[src/rtl/obstacle_scroll_engine.sv]
// obstacle_scroll_engine
//   Multi-channel obstacle scroll engine with level timer. On every advancing
//   frame tick each of NUM_OBJ obstacle positions moves by its own step and
//   wraps at WRAP_LIMIT. game_time counts the advancing ticks, and the level
//   completes after LEVEL_LEN of them.
//
//   Optional feature macro: SPEED_RAMP_EN
//     Defined   : every channel's step is raised by a ramp stage
//                 r = min(game_time / RAMP_PERIOD, 3). The result saturates
//                 at 2**STEP_W - 1.
//     Undefined : the obj_step input is used exactly as given, and no ramp
//                 logic is built.
//
// Ports
//   clk                  in   system clock
//   reset                in   async active-high reset
//   tick                 in   frame-advance strobe (1 clk wide)
//   start                in   begin level (honoured only in IDLE)
//   pause                in   level-sensitive hold
//   menuScreen           in   clear request
//   playerWon            in   clear request
//   playerLost           in   clear request
//   obj_step             in   NUM_OBJ*STEP_W packed per-channel speeds
//   obj_position_counter out  NUM_OBJ*POS_W packed per-channel positions
//   game_time            out  advancing ticks elapsed in the current level
//   running              out  1 while in RUN
//   level_done           out  1-clk pulse on level completion
module obstacle_scroll_engine #(
    parameter int unsigned NUM_OBJ     = 4,
    parameter int unsigned POS_W       = 11,
    parameter int unsigned WRAP_LIMIT  = 700,
    parameter int unsigned STEP_W      = 4,
    parameter int unsigned TIME_W      = 11,
    parameter int unsigned LEVEL_LEN   = 200,
    parameter int unsigned RAMP_PERIOD = 50
) (
    input  logic                       clk,
    input  logic                       reset,
    input  logic                       tick,
    input  logic                       start,
    input  logic                       pause,
    input  logic                       menuScreen,
    input  logic                       playerWon,
    input  logic                       playerLost,
    input  logic [NUM_OBJ*STEP_W-1:0]  obj_step,
    output logic [NUM_OBJ*POS_W-1:0]   obj_position_counter,
    output logic [TIME_W-1:0]          game_time,
    output logic                       running,
    output logic                       level_done
);

    localparam int unsigned SUM_W = POS_W + 1;

    typedef enum logic [1:0] {
        IDLE  = 2'd0,
        RUN   = 2'd1,
        PAUSE = 2'd2,
        DONE  = 2'd3
    } state_t;

    // Staggered start position of each channel: (i*WRAP_LIMIT)/NUM_OBJ.
    function automatic logic [NUM_OBJ*POS_W-1:0] home_vec();
        logic [NUM_OBJ*POS_W-1:0] v;
        v = '0;
        for (int unsigned i = 0; i < NUM_OBJ; i++) begin
            v[i*POS_W +: POS_W] = POS_W'((i * WRAP_LIMIT) / NUM_OBJ);
        end
        return v;
    endfunction

    localparam logic [NUM_OBJ*POS_W-1:0] HOME = home_vec();

    // Elaboration-time parameter sanity checks.
    if (WRAP_LIMIT >= (64'd1 << POS_W) || WRAP_LIMIT == 0) begin : g_bad_wrap
        $error("WRAP_LIMIT must be in 1..2**POS_W-1");
    end
    if (LEVEL_LEN < 2 || LEVEL_LEN >= (64'd1 << TIME_W)) begin : g_bad_level
        $error("LEVEL_LEN must be in 2..2**TIME_W-1");
    end
    if (RAMP_PERIOD == 0 || NUM_OBJ == 0 || NUM_OBJ > 8) begin : g_bad_cfg
        $error("RAMP_PERIOD must be >= 1 and NUM_OBJ in 1..8");
    end

    state_t                     state;
    logic                       clear;
    logic                       terminal;
    logic [NUM_OBJ*STEP_W-1:0]  eff_step;
    logic [NUM_OBJ*POS_W-1:0]   pos_next;
    logic [SUM_W-1:0]           sum;

    assign clear    = menuScreen | playerWon | playerLost;
    assign terminal = (game_time == TIME_W'(LEVEL_LEN - 1));

`ifdef SPEED_RAMP_EN
    localparam int unsigned RAMP_CNT_W = (RAMP_PERIOD > 1) ? $clog2(RAMP_PERIOD) : 1;
    localparam int unsigned RS_W       = STEP_W + 1;
    localparam logic [RS_W-1:0] STEP_MAX = RS_W'((64'd1 << STEP_W) - 1);

    // ramp_cnt tracks game_time mod RAMP_PERIOD so no divider is needed.
    logic [RAMP_CNT_W-1:0] ramp_cnt;
    logic [1:0]            ramp_stage;
    logic [RS_W-1:0]       ramped;

    // Effective step: input step plus ramp stage, saturated to STEP_W bits.
    always_comb begin
        eff_step = obj_step;
        ramped   = '0;
        for (int unsigned i = 0; i < NUM_OBJ; i++) begin
            ramped = RS_W'(obj_step[i*STEP_W +: STEP_W]) + RS_W'(ramp_stage);
            if (ramped > STEP_MAX) begin
                ramped = STEP_MAX;
            end
            eff_step[i*STEP_W +: STEP_W] = ramped[STEP_W-1:0];
        end
    end
`else
    assign eff_step = obj_step;
`endif

    // Next positions: add the step in POS_W+1 bits, and wrap by one subtraction.
    // A single subtraction is enough because pos < WRAP_LIMIT and step < WRAP_LIMIT.
    always_comb begin
        pos_next = obj_position_counter;
        sum      = '0;
        for (int unsigned i = 0; i < NUM_OBJ; i++) begin
            sum = {1'b0, obj_position_counter[i*POS_W +: POS_W]}
                + SUM_W'(eff_step[i*STEP_W +: STEP_W]);
            if (sum >= SUM_W'(WRAP_LIMIT)) begin
                sum = sum - SUM_W'(WRAP_LIMIT);
            end
            pos_next[i*POS_W +: POS_W] = sum[POS_W-1:0];
        end
    end

    // Level FSM, counters and registered outputs.
    always_ff @(posedge clk or posedge reset) begin
        if (reset) begin
            state                <= IDLE;
            obj_position_counter <= HOME;
            game_time            <= '0;
            running              <= 1'b0;
            level_done           <= 1'b0;
`ifdef SPEED_RAMP_EN
            ramp_cnt             <= '0;
            ramp_stage           <= '0;
`endif
        end else begin
            level_done <= 1'b0;
            if (clear) begin
                state                <= IDLE;
                obj_position_counter <= HOME;
                game_time            <= '0;
                running              <= 1'b0;
`ifdef SPEED_RAMP_EN
                ramp_cnt             <= '0;
                ramp_stage           <= '0;
`endif
            end else begin
                case (state)
                    IDLE: begin
                        if (start) begin
                            state   <= RUN;
                            running <= 1'b1;
                        end
                    end
                    RUN: begin
                        // pause takes precedence over tick: nothing advances.
                        if (pause) begin
                            state   <= PAUSE;
                            running <= 1'b0;
                        end else if (tick) begin
                            obj_position_counter <= pos_next;
                            game_time            <= game_time + TIME_W'(1);
`ifdef SPEED_RAMP_EN
                            if (ramp_cnt == RAMP_CNT_W'(RAMP_PERIOD - 1)) begin
                                ramp_cnt <= '0;
                                if (ramp_stage != 2'd3) begin
                                    ramp_stage <= ramp_stage + 2'd1;
                                end
                            end else begin
                                ramp_cnt <= ramp_cnt + RAMP_CNT_W'(1);
                            end
`endif
                            if (terminal) begin
                                state      <= DONE;
                                running    <= 1'b0;
                                level_done <= 1'b1;
                            end
                        end
                    end
                    PAUSE: begin
                        if (!pause) begin
                            state   <= RUN;
                            running <= 1'b1;
                        end
                    end
                    DONE: begin
                        state <= DONE;
                    end
                    default: begin
                        state   <= IDLE;
                        running <= 1'b0;
                    end
                endcase
            end
        end
    end

endmodule

[config.mk]
export PLATFORM = sky130hd
export DESIGN_NAME = obstacle_scroll_engine
export DESIGN_NICKNAME = d
export VERILOG_FILES = /design/src/rtl/obstacle_scroll_engine.sv
export SDC_FILE = /design/constraint.sdc
export NUM_CORES = 1
export LEC_CHECK = 0
export CORE_MARGIN = 1
export CORE_UTILIZATION = 44
export DETAILED_ROUTE_END_ITERATION = 7
export PLACE_DENSITY = 0.7
export SLEW_MARGIN = 5
export SYNTH_ARGS = -nofsm -noshare
export SYNTH_HDL_FRONTEND = slang
export SYNTH_SLANG_ARGS = --single-unit
[constraint.sdc]
create_clock -name clk -period 3 [get_ports clk]
set_input_delay 0.45 -clock clk [delete_from_list [all_inputs] [get_ports clk]]
set_output_delay 0.45 -clock clk [all_outputs]
set_load 0.05 [all_outputs]
==> Yosys cells after proc, flatten, opt, wreduce, memory -nomap -nowiden <==
Cells that the tools add are included.
{ "classes": {"n_addsub": 9, "magnitude_cmp": 4, "n_eq_ne": 9, "muxes": 31, "bitwise": 2, "reduce_logical": 7} }
{ "op_table": {"columns": ["cell", "count"], "rows": [
  ["$mux 44", 4],
  ["$mux 11", 8],
  ["$add 11x4->12", 4],
  ["$ge 12x10->1 const B", 4],
  ["$sub 11x10->11 const B", 4],
  ["$mux 2", 6],
  ["$add 11x1->11 const B", 1],
  ["$eq 11x8->1 const B", 1],
  ["$mux 1", 11],
  ["$ne 4x4->1 const B", 2],
  ["$pmux 2 s4", 1],
  ["$ne 3x3->1 const B", 2],
  ["$reduce_and 5->1", 1],
  ["$eq 2x2->1 const B", 2],
  ["$reduce_and 4->1", 1],
  ["$reduce_bool 2->1", 2],
  ["$reduce_bool 4->1", 1],
  ["$pmux 1 s3", 1],
  ["$reduce_and 3->1", 1],
  ["$eq 2x1->1 const B", 1],
  ["$logic_not 2->1", 1],
  ["$ne 2x1->1 const B", 1],
  ["$or 1x1->1", 2]
]} }
{ "totals": {"regBits": 59, "out_inout_bits": 57} }

==> Logic depth before layout (Yosys ltp) <==
{ "logic_depth": {"ltp_word": 7, "depth_mapped": 12, "depth_no_buf": 12} }

==> Worst setup path after synthesis <==
OpenSTA, ideal clock, no wires.
{ "synth_timing": {"kind": "register to register", "startpoint": "register obj_position_counter[34]", "endpoint": "register obj_position_counter[37]", "arrival_ns": 3.416, "required_time_ns": 2.922, "slack_ns": -0.494, "path_stages_with_launch": 12, "path_buffers": 0, "period_less_slack_ns": 3.494, "path_cell_list": "dfrtp_1 -> ha_1 -> a21o_1 -> a211o_1 -> and2_1 -> ha_1 -> a21o_1 -> a32o_2 -> a311oi_4 -> nor3_2 -> or4_1 -> a21oi_1"} }
{ "synth_between": {"elab_chain_len": 7, "word_cells_on_any_way": 8, "cone_classes": "add/sub (2); order compare (1); mux (5)"} }
{ "synth_rtl": {"columns": ["item", "line", "rtl"], "rows": [
  ["from (decl)", "46", "output logic [NUM_OBJ*POS_W-1:0] obj_position_counter,"],
  ["from (signal assigned)", "172", "obj_position_counter <= pos_next;"],
  ["$add 11x4->12 (*)", "127", "+ SUM_W'(eff_step[i*STEP_W +: STEP_W]);"],
  ["$sub 11x10->11 / $ge 12x10->1 (equally long branches)", "129, 128", null],
  ["$mux 11 (*)", "128", "if (sum >= SUM_W'(WRAP_LIMIT)) begin"],
  ["$mux 44 (*)", "171", "end else if (tick) begin"],
  ["$mux 44 (*)", "168", "if (pause) begin"],
  ["$mux 44 (*)", "159", "case (state)"],
  ["$mux 44 (*)", "149", "if (clear) begin"]
]} }
Mark *: on every way between the ends. The rest lies on a longest branch, timed or not. The select of a mux whose other input is x is not followed.
A chain may end at the register's enable or synchronous reset.

==> Final worst setup path <==
{ "layout_timing": {"startpoint": "input port obj_step[7]", "endpoint": "register obj_position_counter[15]"} }
{ "layout_between": {"elab_chain_len": 7, "word_cells_on_any_way": 8, "cone_classes": "add/sub (2); order compare (1); mux (5)"} }
{ "layout_rtl": {"columns": ["item", "line", "rtl"], "rows": [
  ["from (decl)", "45", "input logic [NUM_OBJ*STEP_W-1:0] obj_step,"],
  ["$add 11x4->12 (*)", "127", null],
  ["$sub 11x10->11 / $ge 12x10->1 (equally long branches)", "129, 128", null],
  ["$mux 11 (*)", "128", null],
  ["$mux 44 (*)", "171", null],
  ["$mux 44 (*)", "168", null],
  ["$mux 44 (*)", "159", null],
  ["$mux 44 (*)", "149", null]
]} }
Marks and branches as above.

==> metrics.md <==
| Metric | Value |
|---|---|
| Root buf cell | clkbuf_16 |
| Max_cap viols | 0 |
| GRT Total Usage | 27.5% |
| CP Launch Type | input port |
| Average wire per standard cell | about 17 um |
| Area growth, synth to finish | 53.9% |
| Fmax | 330 MHz |
| CTS tree | done |
| Layout Skew | 0.00375 ns |
| Placer Congestion | 0.956 |
| Worst path cell trace | clkdlybuf4s50_1 > ha_1 > o21ai_2 > buf_4 > o21ai_2 > nand2_1 > o311ai_1 > buf_4 > inv_1 > or3_1 > a31o_2 > a21oi_1 |
| Worst Reg-to-Reg Cells | 12 |
| Top cells by area, synth | dfrtp_1, dfstp_2, nand2_1 |
| FF-to-FF Start | obj_position_counter[11] |
| Syn avg cell area | 7.82 um2 |
| First-pass GRT wire length | 28000 um |
| CP Capture Type | flop |
| Worst IR drop on VDD | 0.304 mV |
| Post-synthesis cell type count | 79 |
| Total Power | about 2400 uW |
| CP peak stage delay | between 0.4 and 0.5 ns |
| Final hold viol count | 0 |
| Worst Setup SP | obj_step[7] |
| Seq/Total Area, Yosys | 28.1% |
| Worst Setup EP | obj_position_counter[15] |
| Worst slew margin relative to its limit | 54.8% |
| Antenna violations before repair | 1 |
| Status | finished with violations |
| Register clock-pin slew on the reported worst setup and hold paths | approximately 0.050 ns |
| EDFF count, synth | 0 |
| RR Endpoint | obj_position_counter[18] |
| Cell count after synthesis | 682 |
| Vias/cell | 5.92 |
| Synthesized cell area | 5330 um2 |
| Final nets | 939 |
| PwrDens | 287 nW/um2 |
| Port Buffers | 80 |
| Die Wd | 112 um |
| Synthesized Nets | ~730 |
| Grt total ovfl | 0 |
| Share of layout cells above drive strength 1 | about a third |
| Multi-input logic area | just over 4000 um2 |
| CP required | 3.27 ns |
| Die ar. | 12600 um2 |
| Reg2reg setup slack | -0.03 ns |
| Core area | 11600 um2 |
| Fin crit period | a little over 3 ns |
| Dominant synthesized flop cell | dfrtp_1 |
| Vias in the first global route | 5900 |
| Setup_tns | -0.0821 ns |
| Largest fanout on the critical path | 5 |
| Yosys reg bits | 59 |
| Final period util | 101% |
| PnR worst setup slack | -0.0342 ns |
| CP max stage cell | clkdlybuf4s50_1 |
| DR vias | 6146 |
| Failing checks | design-rule violations, negative setup slack |
| Commonest cells in the netlist | nand2_1, nor2_1, dfrtp_1, o21ai_0, a21oi_1 |
| Unrepaired setup endpoints after global routing | yes |
| Clk_lat worst skew | 0.34 ns |
| Hold Buf Count CTS | 0 |
| Worst slew pin tran | 0.677 ns |
| CP arrival | ~3.3 ns |
| Min-Delay Path Class | flop to flop |
| Final Max Slew Viols | 0 |
| DRC violations left | 5 |
| FF/Latch Area | 1510 um2 |
| Dpl hpwl | around 12000 um |
| Largest net degree at the start of global routing | 35 |
| Most numerous cell in the Yosys netlist | nand2_1 |
| Hold Path Origin | obj_position_counter[33] |
| TritonRoute pass-1 iters | 8 |
| Number of fill cells in the layout | 923 |
| Setup violations, final | 3 |
| P_leak | 0.00340 uW |
| Area leader, netlist | dfrtp_1 |
| Yosys warns | 0 |
| Site Rows | 39 |
| Num Clock Sinks | 59 |
| Die Ht | about 110 um |
| Async set-reset flop share out of synthesis | 100% |
| DRT Wirelength | 17600 um |
| Initial Utilization | a little under half |
| CP Class | input port to flop |
| Place WS | -0.609 ns |
| Clock buffer depth | 2 |
| Antenna-violating nets left | 0 |
| H-tree depth | 3 |
| Number of CTS-inserted buffers | 9 |
| Iter 0 DRT Violations | between 400 and 500 |
| Top Ports | 81 |
| Post-synth top area share | roughly a fifth |
==> metal layers <==
metal	track usage, %	wire [um]	up-vias
li1	-	-	2932
met1	34.5	7640	3031
met2	47.7	8830	159
met3	4.54	792	24
met4	9.96	313	0
met5	0	0	-
==> final cells by class <==
| type | count | share of cell area, % |
|---|---|---|
| multi-input combinational | 563 | 50.2 |
| timing repair buffer | 232 | 24.2 |
| sequential | 59 | 18.4 |
| clock buffer | 11 | 2.96 |
| tap | 143 | 2.18 |
| inverter | 25 | 1.14 |
| clock inverter | 5 | 0.930 |
| antenna | 1 | 0.0305 |
==> worst max-delay path, delay by kind of cell <==
family	cells	cell delay (ns)
AND/OR/NAND/NOR	2	0.52
adder cells (fa/ha/maj)	1	0.41
buffers and inverters	4	0.83
AO/OA/AOI/OAI	5	1.09
==> power by group <==
group / total (uW) / internal [uW] / switching, uW / leakage (uW)
Combinational: 424 / 209 / 215 / 0.00249
Clock: 1130 / 745 / 383 / 0.000153
Sequential: 801 / 799 / 1.58 / 0.000759
==> layout by cell type, fill, tap and decap left out, types with 7 or more instances in the layout <==
cell | Yosys | routed
a21o_1 | 13 | 13
a21oi_1 | 36 | 30
and2_1 | 8 | 8
and3_1 | 19 | 18
buf_4 | 0 | 145
clkbuf_16 | 0 | 9
clkdlybuf4s50_1 | 0 | 70
dfrtp_1 | 43 | 37
dfstp_2 | 16 | 15
ha_4 | 0 | 12
inv_1 | 25 | 22
mux2i_1 | 19 | 18
nand2_1 | 89 | 88
nand3_1 | 33 | 32
nand4_1 | 11 | 11
nor2_1 | 61 | 55
nor3_1 | 23 | 20
nor4_1 | 7 | 7
o211ai_1 | 13 | 13
o21ai_0 | 43 | 36
o21ai_1 | 3 | 7
or3_1 | 10 | 9
xnor2_1 | 13 | 9
xor2_1 | 11 | 9
==> through the flow <==
stage	hold slack [ns]	instance area (um2)	instances	util, %
finish	0.514	8210	1039	70.7
CTS	0.521	7910	1027	68.1
global route	0.530	8210	1039	70.7
detailed placement	0.513	7520	1009	64.7
global placement	0.506	7520	1009	64.7
floorplan	0.524	5620	682	-
==> registers in the layout, summed over array words and instances, names as in the netlist <==
name and flops:
running 1, game_time 11, level_done 1, obj_position_counter 44, state 2
==> worst min path at each step <==
stage	endpoint	slack [ns]	depth (start not counted)
after floorplan	state[0]	0.52	1
final	obj_position_counter[33]	0.51	2
after detailed placement	obj_position_counter[33]	0.51	2
after global placement	obj_position_counter[33]	0.51	2
after global routing	obj_position_counter[33]	0.53	2
after CTS	obj_position_counter[33]	0.52	2
==> cells by family after synthesis <==
logic type      Yosys count  synth area share (%)
xor+xnor                 24                  3.94
simple gates            302                  28.3
buf+inv                  60                  4.48
compound gates          189                  24.4
fa+ha+maj                26                  6.62
mux                      22                  4.20
flops                    59                  28.1
==> repair_timing <==
| item | 4_1_cts | 5_1_grt |
|---|---|---|
| gates cloned | 0 | 0 |
| pin swaps | 11 | 30 |
| resized for setup | 20 | 48 |
| endpoints found under the setup margin | 21 | 28 |
| setup buffers | 2 | 11 |
Power figures use the tool's default switching activity.
